==> src/rtl/execute_block_pkg.sv <==
// Shared encodings for the EX stage: opcodes, forwarding selects, flag bit positions, FSM states.
package execute_block_pkg;

  localparam logic [4:0] OP_ADD  = 5'd0;
  localparam logic [4:0] OP_SUB  = 5'd1;
  localparam logic [4:0] OP_AND  = 5'd2;
  localparam logic [4:0] OP_OR   = 5'd3;
  localparam logic [4:0] OP_XOR  = 5'd4;
  localparam logic [4:0] OP_NOT  = 5'd5;
  localparam logic [4:0] OP_SLL  = 5'd6;
  localparam logic [4:0] OP_SRA  = 5'd7;
  localparam logic [4:0] OP_SRL  = 5'd8;
  localparam logic [4:0] OP_INC  = 5'd9;
  localparam logic [4:0] OP_DEC  = 5'd10;
  localparam logic [4:0] OP_PASS = 5'd11;
  localparam logic [4:0] OP_MUL  = 5'd12;

  localparam logic [1:0] FWD_ID = 2'd0;
  localparam logic [1:0] FWD_EX = 2'd1;
  localparam logic [1:0] FWD_DM = 2'd2;
  localparam logic [1:0] FWD_WB = 2'd3;

  localparam int FLAG_Z = 3;
  localparam int FLAG_N = 2;
  localparam int FLAG_C = 1;
  localparam int FLAG_V = 0;

  typedef enum logic {
    ST_IDLE     = 1'b0,
    ST_MUL_BUSY = 1'b1
  } state_e;

  typedef struct packed {
    logic mem_rw;
    logic mem_en;
    logic mem_mux_sel;
    logic flag_en;
  } ctrl_t;

  function automatic logic [3:0] pack_flags(input logic z, input logic n,
                                            input logic c, input logic v);
    logic [3:0] f;
    f         = '0;
    f[FLAG_Z] = z;
    f[FLAG_N] = n;
    f[FLAG_C] = c;
    f[FLAG_V] = v;
    return f;
  endfunction

endpackage

==> src/rtl/execute_block_mul.sv <==
// Shift-add multiplier: start loads operands, each step retires one multiplier bit.
// done pulses during the final step, with product showing the value that step produces.
module seq_multiplier #(
  parameter int WIDTH      = 16,
  parameter int MUL_CYCLES = 16
) (
  input  logic             clk,
  input  logic             reset,
  input  logic             start,
  input  logic             step,
  input  logic [WIDTH-1:0] a,
  input  logic [WIDTH-1:0] b,
  output logic             done,
  output logic [WIDTH-1:0] product
);

  localparam int CW = $clog2(MUL_CYCLES);
  localparam logic [CW-1:0] LAST = CW'(MUL_CYCLES - 1);

  logic [WIDTH-1:0] mcand_q, mcand_d;
  logic [WIDTH-1:0] mplier_q, mplier_d;
  logic [WIDTH-1:0] acc_q, acc_d;
  logic [CW-1:0]    cnt_q, cnt_d;
  logic [WIDTH-1:0] acc_sum;

  assign acc_sum = mplier_q[0] ? (acc_q + mcand_q) : acc_q;
  assign done    = step && (cnt_q == LAST);
  assign product = acc_sum;

  always_comb begin
    mcand_d  = mcand_q;
    mplier_d = mplier_q;
    acc_d    = acc_q;
    cnt_d    = cnt_q;
    if (start) begin
      mcand_d  = a;
      mplier_d = b;
      acc_d    = '0;
      cnt_d    = '0;
    end else if (step) begin
      acc_d    = acc_sum;
      mcand_d  = mcand_q << 1;
      mplier_d = mplier_q >> 1;
      cnt_d    = cnt_q + 1'b1;
    end
  end

  always_ff @(posedge clk or negedge reset) begin
    if (!reset) begin
      mcand_q  <= '0;
      mplier_q <= '0;
      acc_q    <= '0;
      cnt_q    <= '0;
    end else begin
      mcand_q  <= mcand_d;
      mplier_q <= mplier_d;
      acc_q    <= acc_d;
      cnt_q    <= cnt_d;
    end
  end

endmodule

==> src/rtl/execute_block.sv <==
// EX stage: forwarding muxes, single-cycle ALU, and a sequential multiply that stalls decode.
// ALU ops register in 1 cycle; MUL lands 17 edges after accept with stall_ex high for 16 cycles.
module execute_block
  import execute_block_pkg::*;
#(
  parameter int WIDTH      = 16,
  parameter int MUL_CYCLES = 16
) (
  input  logic             clk,
  input  logic             reset,
  input  logic [WIDTH-1:0] A_id,
  input  logic [WIDTH-1:0] B_id,
  input  logic [WIDTH-1:0] imm_id,
  input  logic             imm_sel_id,
  input  logic [4:0]       op_id,
  input  logic [1:0]       fwd_sel_a,
  input  logic [1:0]       fwd_sel_b,
  input  logic [WIDTH-1:0] ans_dm,
  input  logic [WIDTH-1:0] ans_wb,
  input  logic             mem_rw_id,
  input  logic             mem_en_id,
  input  logic             mem_mux_sel_id,
  input  logic             flag_en_id,
  output logic [WIDTH-1:0] ans_ex,
  output logic [WIDTH-1:0] DM_data,
  output logic             mem_rw_ex,
  output logic             mem_en_ex,
  output logic             mem_mux_sel_ex,
  output logic [3:0]       flags_ex,
  output logic             stall_ex
);

  localparam int SW = $clog2(WIDTH);

  state_e           state_q, state_d;
  logic [WIDTH-1:0] ans_q, ans_d, dm_q, dm_d, dm_lat_q, dm_lat_d;
  logic             mem_rw_q, mem_rw_d, mem_en_q, mem_en_d, mux_q, mux_d;
  logic [3:0]       flags_q, flags_d;
  ctrl_t            ctrl_lat_q, ctrl_lat_d;

  logic [WIDTH-1:0] op_a, bf, op_b, arith_b, alu_res, mul_prod;
  logic [WIDTH:0]   add_r, sub_r;
  logic             add_v, sub_v, alu_c, alu_v, mul_start, mul_step, mul_done;
  logic [SW-1:0]    shamt;

  always_comb begin
    unique case (fwd_sel_a)
      FWD_EX:  op_a = ans_q;
      FWD_DM:  op_a = ans_dm;
      FWD_WB:  op_a = ans_wb;
      default: op_a = A_id;
    endcase
    unique case (fwd_sel_b)
      FWD_EX:  bf = ans_q;
      FWD_DM:  bf = ans_dm;
      FWD_WB:  bf = ans_wb;
      default: bf = B_id;
    endcase
  end

  assign op_b    = imm_sel_id ? imm_id : bf;
  assign shamt   = op_b[SW-1:0];
  // INC/DEC reuse the adder/subtractor so carry/borrow and overflow come for free.
  assign arith_b = (op_id == OP_INC || op_id == OP_DEC) ? WIDTH'(1) : op_b;
  assign add_r   = {1'b0, op_a} + {1'b0, arith_b};
  assign sub_r   = {1'b0, op_a} - {1'b0, arith_b};
  assign add_v   = (op_a[WIDTH-1] == arith_b[WIDTH-1]) && (add_r[WIDTH-1] != op_a[WIDTH-1]);
  assign sub_v   = (op_a[WIDTH-1] != arith_b[WIDTH-1]) && (sub_r[WIDTH-1] != op_a[WIDTH-1]);

  always_comb begin
    alu_res = '0;
    alu_c   = 1'b0;
    alu_v   = 1'b0;
    case (op_id)
      OP_ADD, OP_INC: begin alu_res = add_r[WIDTH-1:0]; alu_c = add_r[WIDTH]; alu_v = add_v; end
      OP_SUB, OP_DEC: begin alu_res = sub_r[WIDTH-1:0]; alu_c = sub_r[WIDTH]; alu_v = sub_v; end
      OP_AND:  alu_res = op_a & op_b;
      OP_OR:   alu_res = op_a | op_b;
      OP_XOR:  alu_res = op_a ^ op_b;
      OP_NOT:  alu_res = ~op_a;
      OP_SLL:  alu_res = op_a << shamt;
      OP_SRA:  alu_res = $unsigned($signed(op_a) >>> shamt);
      OP_SRL:  alu_res = op_a >> shamt;
      OP_PASS: alu_res = op_b;
      default: alu_res = '0;
    endcase
  end

  assign mul_step = (state_q == ST_MUL_BUSY);

  seq_multiplier #(.WIDTH(WIDTH), .MUL_CYCLES(MUL_CYCLES)) u_mul (
    .clk     (clk),
    .reset   (reset),
    .start   (mul_start),
    .step    (mul_step),
    .a       (op_a),
    .b       (op_b),
    .done    (mul_done),
    .product (mul_prod)
  );

  always_comb begin
    state_d    = state_q;
    ans_d      = ans_q;
    dm_d       = dm_q;
    mem_rw_d   = mem_rw_q;
    mem_en_d   = mem_en_q;
    mux_d      = mux_q;
    flags_d    = flags_q;
    ctrl_lat_d = ctrl_lat_q;
    dm_lat_d   = dm_lat_q;
    mul_start  = 1'b0;
    if (state_q == ST_IDLE) begin
      if (op_id == OP_MUL) begin
        mul_start  = 1'b1;
        ctrl_lat_d = '{mem_rw: mem_rw_id, mem_en: mem_en_id,
                       mem_mux_sel: mem_mux_sel_id, flag_en: flag_en_id};
        dm_lat_d   = bf;
        mem_en_d   = 1'b0;
        mem_rw_d   = 1'b0;
        state_d    = ST_MUL_BUSY;
      end else begin
        ans_d    = alu_res;
        dm_d     = bf;
        mem_rw_d = mem_rw_id;
        mem_en_d = mem_en_id;
        mux_d    = mem_mux_sel_id;
        if (flag_en_id)
          flags_d = pack_flags(alu_res == '0, alu_res[WIDTH-1], alu_c, alu_v);
      end
    end else begin
      mem_en_d = 1'b0;
      mem_rw_d = 1'b0;
      if (mul_done) begin
        ans_d    = mul_prod;
        dm_d     = dm_lat_q;
        mem_rw_d = ctrl_lat_q.mem_rw;
        mem_en_d = ctrl_lat_q.mem_en;
        mux_d    = ctrl_lat_q.mem_mux_sel;
        if (ctrl_lat_q.flag_en)
          flags_d = pack_flags(mul_prod == '0, mul_prod[WIDTH-1], 1'b0, 1'b0);
        state_d  = ST_IDLE;
      end
    end
  end

  always_ff @(posedge clk or negedge reset) begin
    if (!reset) begin
      state_q    <= ST_IDLE;
      ans_q      <= '0;
      dm_q       <= '0;
      mem_rw_q   <= 1'b0;
      mem_en_q   <= 1'b0;
      mux_q      <= 1'b0;
      flags_q    <= '0;
      ctrl_lat_q <= '0;
      dm_lat_q   <= '0;
    end else begin
      state_q    <= state_d;
      ans_q      <= ans_d;
      dm_q       <= dm_d;
      mem_rw_q   <= mem_rw_d;
      mem_en_q   <= mem_en_d;
      mux_q      <= mux_d;
      flags_q    <= flags_d;
      ctrl_lat_q <= ctrl_lat_d;
      dm_lat_q   <= dm_lat_d;
    end
  end

  assign ans_ex         = ans_q;
  assign DM_data        = dm_q;
  assign mem_rw_ex      = mem_rw_q;
  assign mem_en_ex      = mem_en_q;
  assign mem_mux_sel_ex = mux_q;
  assign flags_ex       = flags_q;
  assign stall_ex       = (state_q == ST_MUL_BUSY);

endmodule

==> config.mk <==
export PLATFORM = sky130hd
export DESIGN_NAME = execute_block
export DESIGN_NICKNAME = d
export VERILOG_FILES = /design/src/rtl/execute_block_pkg.sv /design/src/rtl/execute_block_mul.sv /design/src/rtl/execute_block.sv
export SDC_FILE = /design/constraint.sdc
export NUM_CORES = 1
export LEC_CHECK = 0
export ABC_CLOCK_PERIOD_IN_PS = 5350
export BUFFER_PORTS_ARGS = -buffer_cell sky130_fd_sc_hd__buf_2
export CAP_MARGIN = 10
export CORE_MARGIN = 5
export CORE_UTILIZATION = 45
export DETAILED_ROUTE_END_ITERATION = 8
export PLACE_DENSITY_LB_ADDON = 0.1
export SLEW_MARGIN = 5
export SYNTH_ARGS = -nofsm -noshare
export SYNTH_HDL_FRONTEND = slang
export SYNTH_HIERARCHICAL = 1
export SYNTH_SLANG_ARGS = --single-unit
export TNS_END_PERCENT = 50
==> constraint.sdc <==
create_clock -name clk -period 5.35 [get_ports clk]
set_input_delay 1.07 -clock clk [delete_from_list [all_inputs] [get_ports clk]]
set_output_delay 1.07 -clock clk [all_outputs]
set_load 0.02 [all_outputs]
==> results.cfg <==
[synth]
ys_async_sr_fraction = 1.00
synthFlopType = dfrtp_1
synth_edf_count = 0
synth.top_cell.area_share = 0.241
synth_top_area_cell = dfrtp_1
yosys.cell_types.count = 85
synth_top_family_by_area = compound AO/OA/AOI/OAI gates
synth_adder_area_share = 0.0933
synth_compound_area_frac = 0.228
synthMuxAreaShare = 0.201
yosys_register_bits = 112
yosys_warnings = 6
mappedNetlistNets = 1527
synth_area_per_cell_sq_um = 8.64
ys_seq_area_frac = 0.241
synthCells = 1346
synth_xor_area_frac = 0.0188
netlist_area_sq_um = 11600
yosys.area_share.simple = 0.161
synth_area_leaders = dfrtp_1 (24%), mux2i_1 (9.9%), ha_1 (8.8%)

[setup_path]
critPathArrivalTime_ps = 5280
cp_max_fo = 8
cp-end-kind = register
start_kind = primary input
critPathRequiredTime_ps = 5640
r2r_cells = 15
reg2reg_to = flags_ex[3]
r2r-start = ans_ex[4]
worstSetupPathType = primary input to register
setup.worst_path.start = fwd_sel_b[0]
reg2reg_slack_ps = 980

[detailed_routing]
route.antenna.remaining_nets = 0
wirelength_met1_um = 20100
wl_met2_um = 20800
wl_per_cell_um = 25.5
vias_per_cell = 6.42
num_vias = 11500
drc = 0
routed_wl_um = 45900
highest_layer = met4
dr.pass1.iters = 5
drt_iter0_drc = 1231
wl_met3_um = 3520

[min_path]
hold_depth = 2
holdPathEnd = flags_ex[0]
hold_class = register to register
worstHoldStart = flags_ex[0]

[power_and_ir_drop]
vdd_drop_max_mv = 0.395
leakage_nw = 5.93
power_density_nw_per_um2 = 459

[sta]
tightest_slew_ps = 934
slew_headroom = 0.377
setup_tns_ps = 0
fmax_mhz = 200
finalClockSkew_ps = 10.2
post-route-period-util = 0.933
setup_viol = 0
rsz0062_at_grt = false
hold_violations = 0
period_needed_ps = 4990
drv_slew = 0

[floorplanning]
ios = 136
initial_core_util = 0.459
die_w_um = 171
fp.dieH_um = 171
core-area_sq_um = 25300
die_area_sq_um = 29200
num_rows = 58

[cts]
cts_max_level = 3
clkTransAtPathRegs_ps = 80
clock_latency_ps = 350
clockRootBuffer = clkbuf_16
clock-sinks = 112
clockBufferDepth = 2
cts_tree = built
numCtsBuffers = 9

[finish]
stdcell_count = 1797
multi_input_area_sq_um = 8190
final_nets = 1643
area_delta_synth_final_pct = 13.3
fill_cells = 2408
layout-drive-gt1-share = 0.224
regArea_sq_um = 2810
diodes = 0

[global_routing]
grt_pass1_wl_um = 68000
antenna_found_initial = 0
grt_max_degree = 90
grt_pass1_vias = 10900
grt_util_all_layers = 0.306
grt.overflow.total = 0

[place]
gp_congestion = 1.00
dp.cells = 1781
port_buffers = 135
dp_hpwl_um = 35200

[run]
maxCapViolations = 0

[outcome]
status = finished clean
==> worst max path at each step <==
stage	end	slack, ps
2_1_floorplan	flags_ex[3]	300
3_5_place_dp	flags_ex[3]	-90
6_report	flags_ex[3]	360
3_3_place_gp	flags_ex[3]	70
4_1_cts	flags_ex[3]	280
5_1_grt	flags_ex[3]	80
==> registers in the layout, summed over array words and instances (netlist names) <==
register and count:
DM_data 16, ans_ex 16, ctrl_lat_q 4, dm_lat_q 16
flags_ex 4, mem_en_ex 1, mem_mux_sel_ex 1, mem_rw_ex 1
stall_ex 1, u_mul/acc_q 16, u_mul/cnt_q 4, u_mul/mcand_q 16
u_mul/mplier_q 16
==> area by class of cell <==
| type | instances | share of cell area |
|---|---|---|
| clock buffers | 10 | 0.0174 |
| clock inverters | 6 | 0.00579 |
| inverters | 64 | 0.0184 |
| well taps | 330 | 0.0313 |
| flip-flops and latches | 112 | 0.213 |
| repair buffers | 204 | 0.0927 |
| multi-input cells | 1071 | 0.621 |
==> logic make-up (layout without fill, tap and decap cells) <==
logic type	count (synthesis)	after routing
AOI/OAI and AO/OA	372	372
xor gates and xnor gates	25	25
adders and majority gates	85	85
buffers and inverters	163	284
DFF	112	112
muxes	186	186
and+or+nand+nor	403	403
==> cells in the mapped netlist, types with 26 or more instances <==
| cell | n |
|---|---|
| inv_1 | 59 |
| nor2_1 | 112 |
| a21oi_1 | 62 |
| mux4_2 | 32 |
| ha_1 | 82 |
| clkbuf_1 | 70 |
| a211oi_1 | 33 |
| dfrtp_1 | 112 |
| o21ai_0 | 80 |
| nand2_1 | 143 |
| nor3_1 | 26 |
| mux2_2 | 37 |
| mux2i_1 | 115 |
==> power by group <==
part | switching, mW | internal [mW] | total (mW)
combinational | 2.22 | 1.48 | 3.70
clock | 0.343 | 0.373 | 0.716
sequential | 0.412 | 1.22 | 1.63
==> through the flow <==
step	setup slack, ps	area [sq um]	total power, mW	util	hold WS (ps)
floorplan	304	11600	4.05	-	477
global placement	73.0	12900	5.24	0.508	464
detailed placement	-86.5	12900	5.27	0.508	473
CTS	279	13200	5.99	0.520	492
global route	75.8	13200	6.43	0.520	511
finish	360	13200	6.04	0.520	490
==> cells in the final DEF (no fill, tap or decap), drive strengths merged, types with 19 or more instances in the layout <==
cell / Yosys / layout
buf: 29 / 204
nand2: 144 / 144
mux2i: 117 / 117
nor2: 114 / 114
dfrtp: 112 / 112
o21ai: 89 / 89
ha: 82 / 82
inv: 63 / 66
a21oi: 63 / 63
mux2: 37 / 37
a211oi: 34 / 34
mux4: 32 / 32
nor3: 26 / 26
o221ai: 20 / 20
nand3: 19 / 19
==> what timing repair did <==
action                                  in CTS  in global routing
gates resized for setup                      0                  1
hold buffers                                 0                  0
endpoints found under the setup margin       0                  2
buffers inserted                             0                  0
==> metal layers <==
metal | up-vias | global-route usage
met1 | 5673 | 0.433
met2 | 545 | 0.482
met5 | - | 0
met4 | 0 | 0.0986
li1 | 5243 | -
met3 | 81 | 0.0492
==> critical path, stage by stage <==
cell,delay [ps]
buf_2,260
mux4_2,600
mux2i_1,210
inv_1,110
nand2_1,110
ha_1,300
and3_1,200
a21oi_1,150
nand3_1,140
a2111oi_1,570
o21ai_0,260
o221ai_1,340
xor2_1,180
o221ai_1,180
nor4_1,380
a22o_1,210
Power figures use the tool's default switching activity.
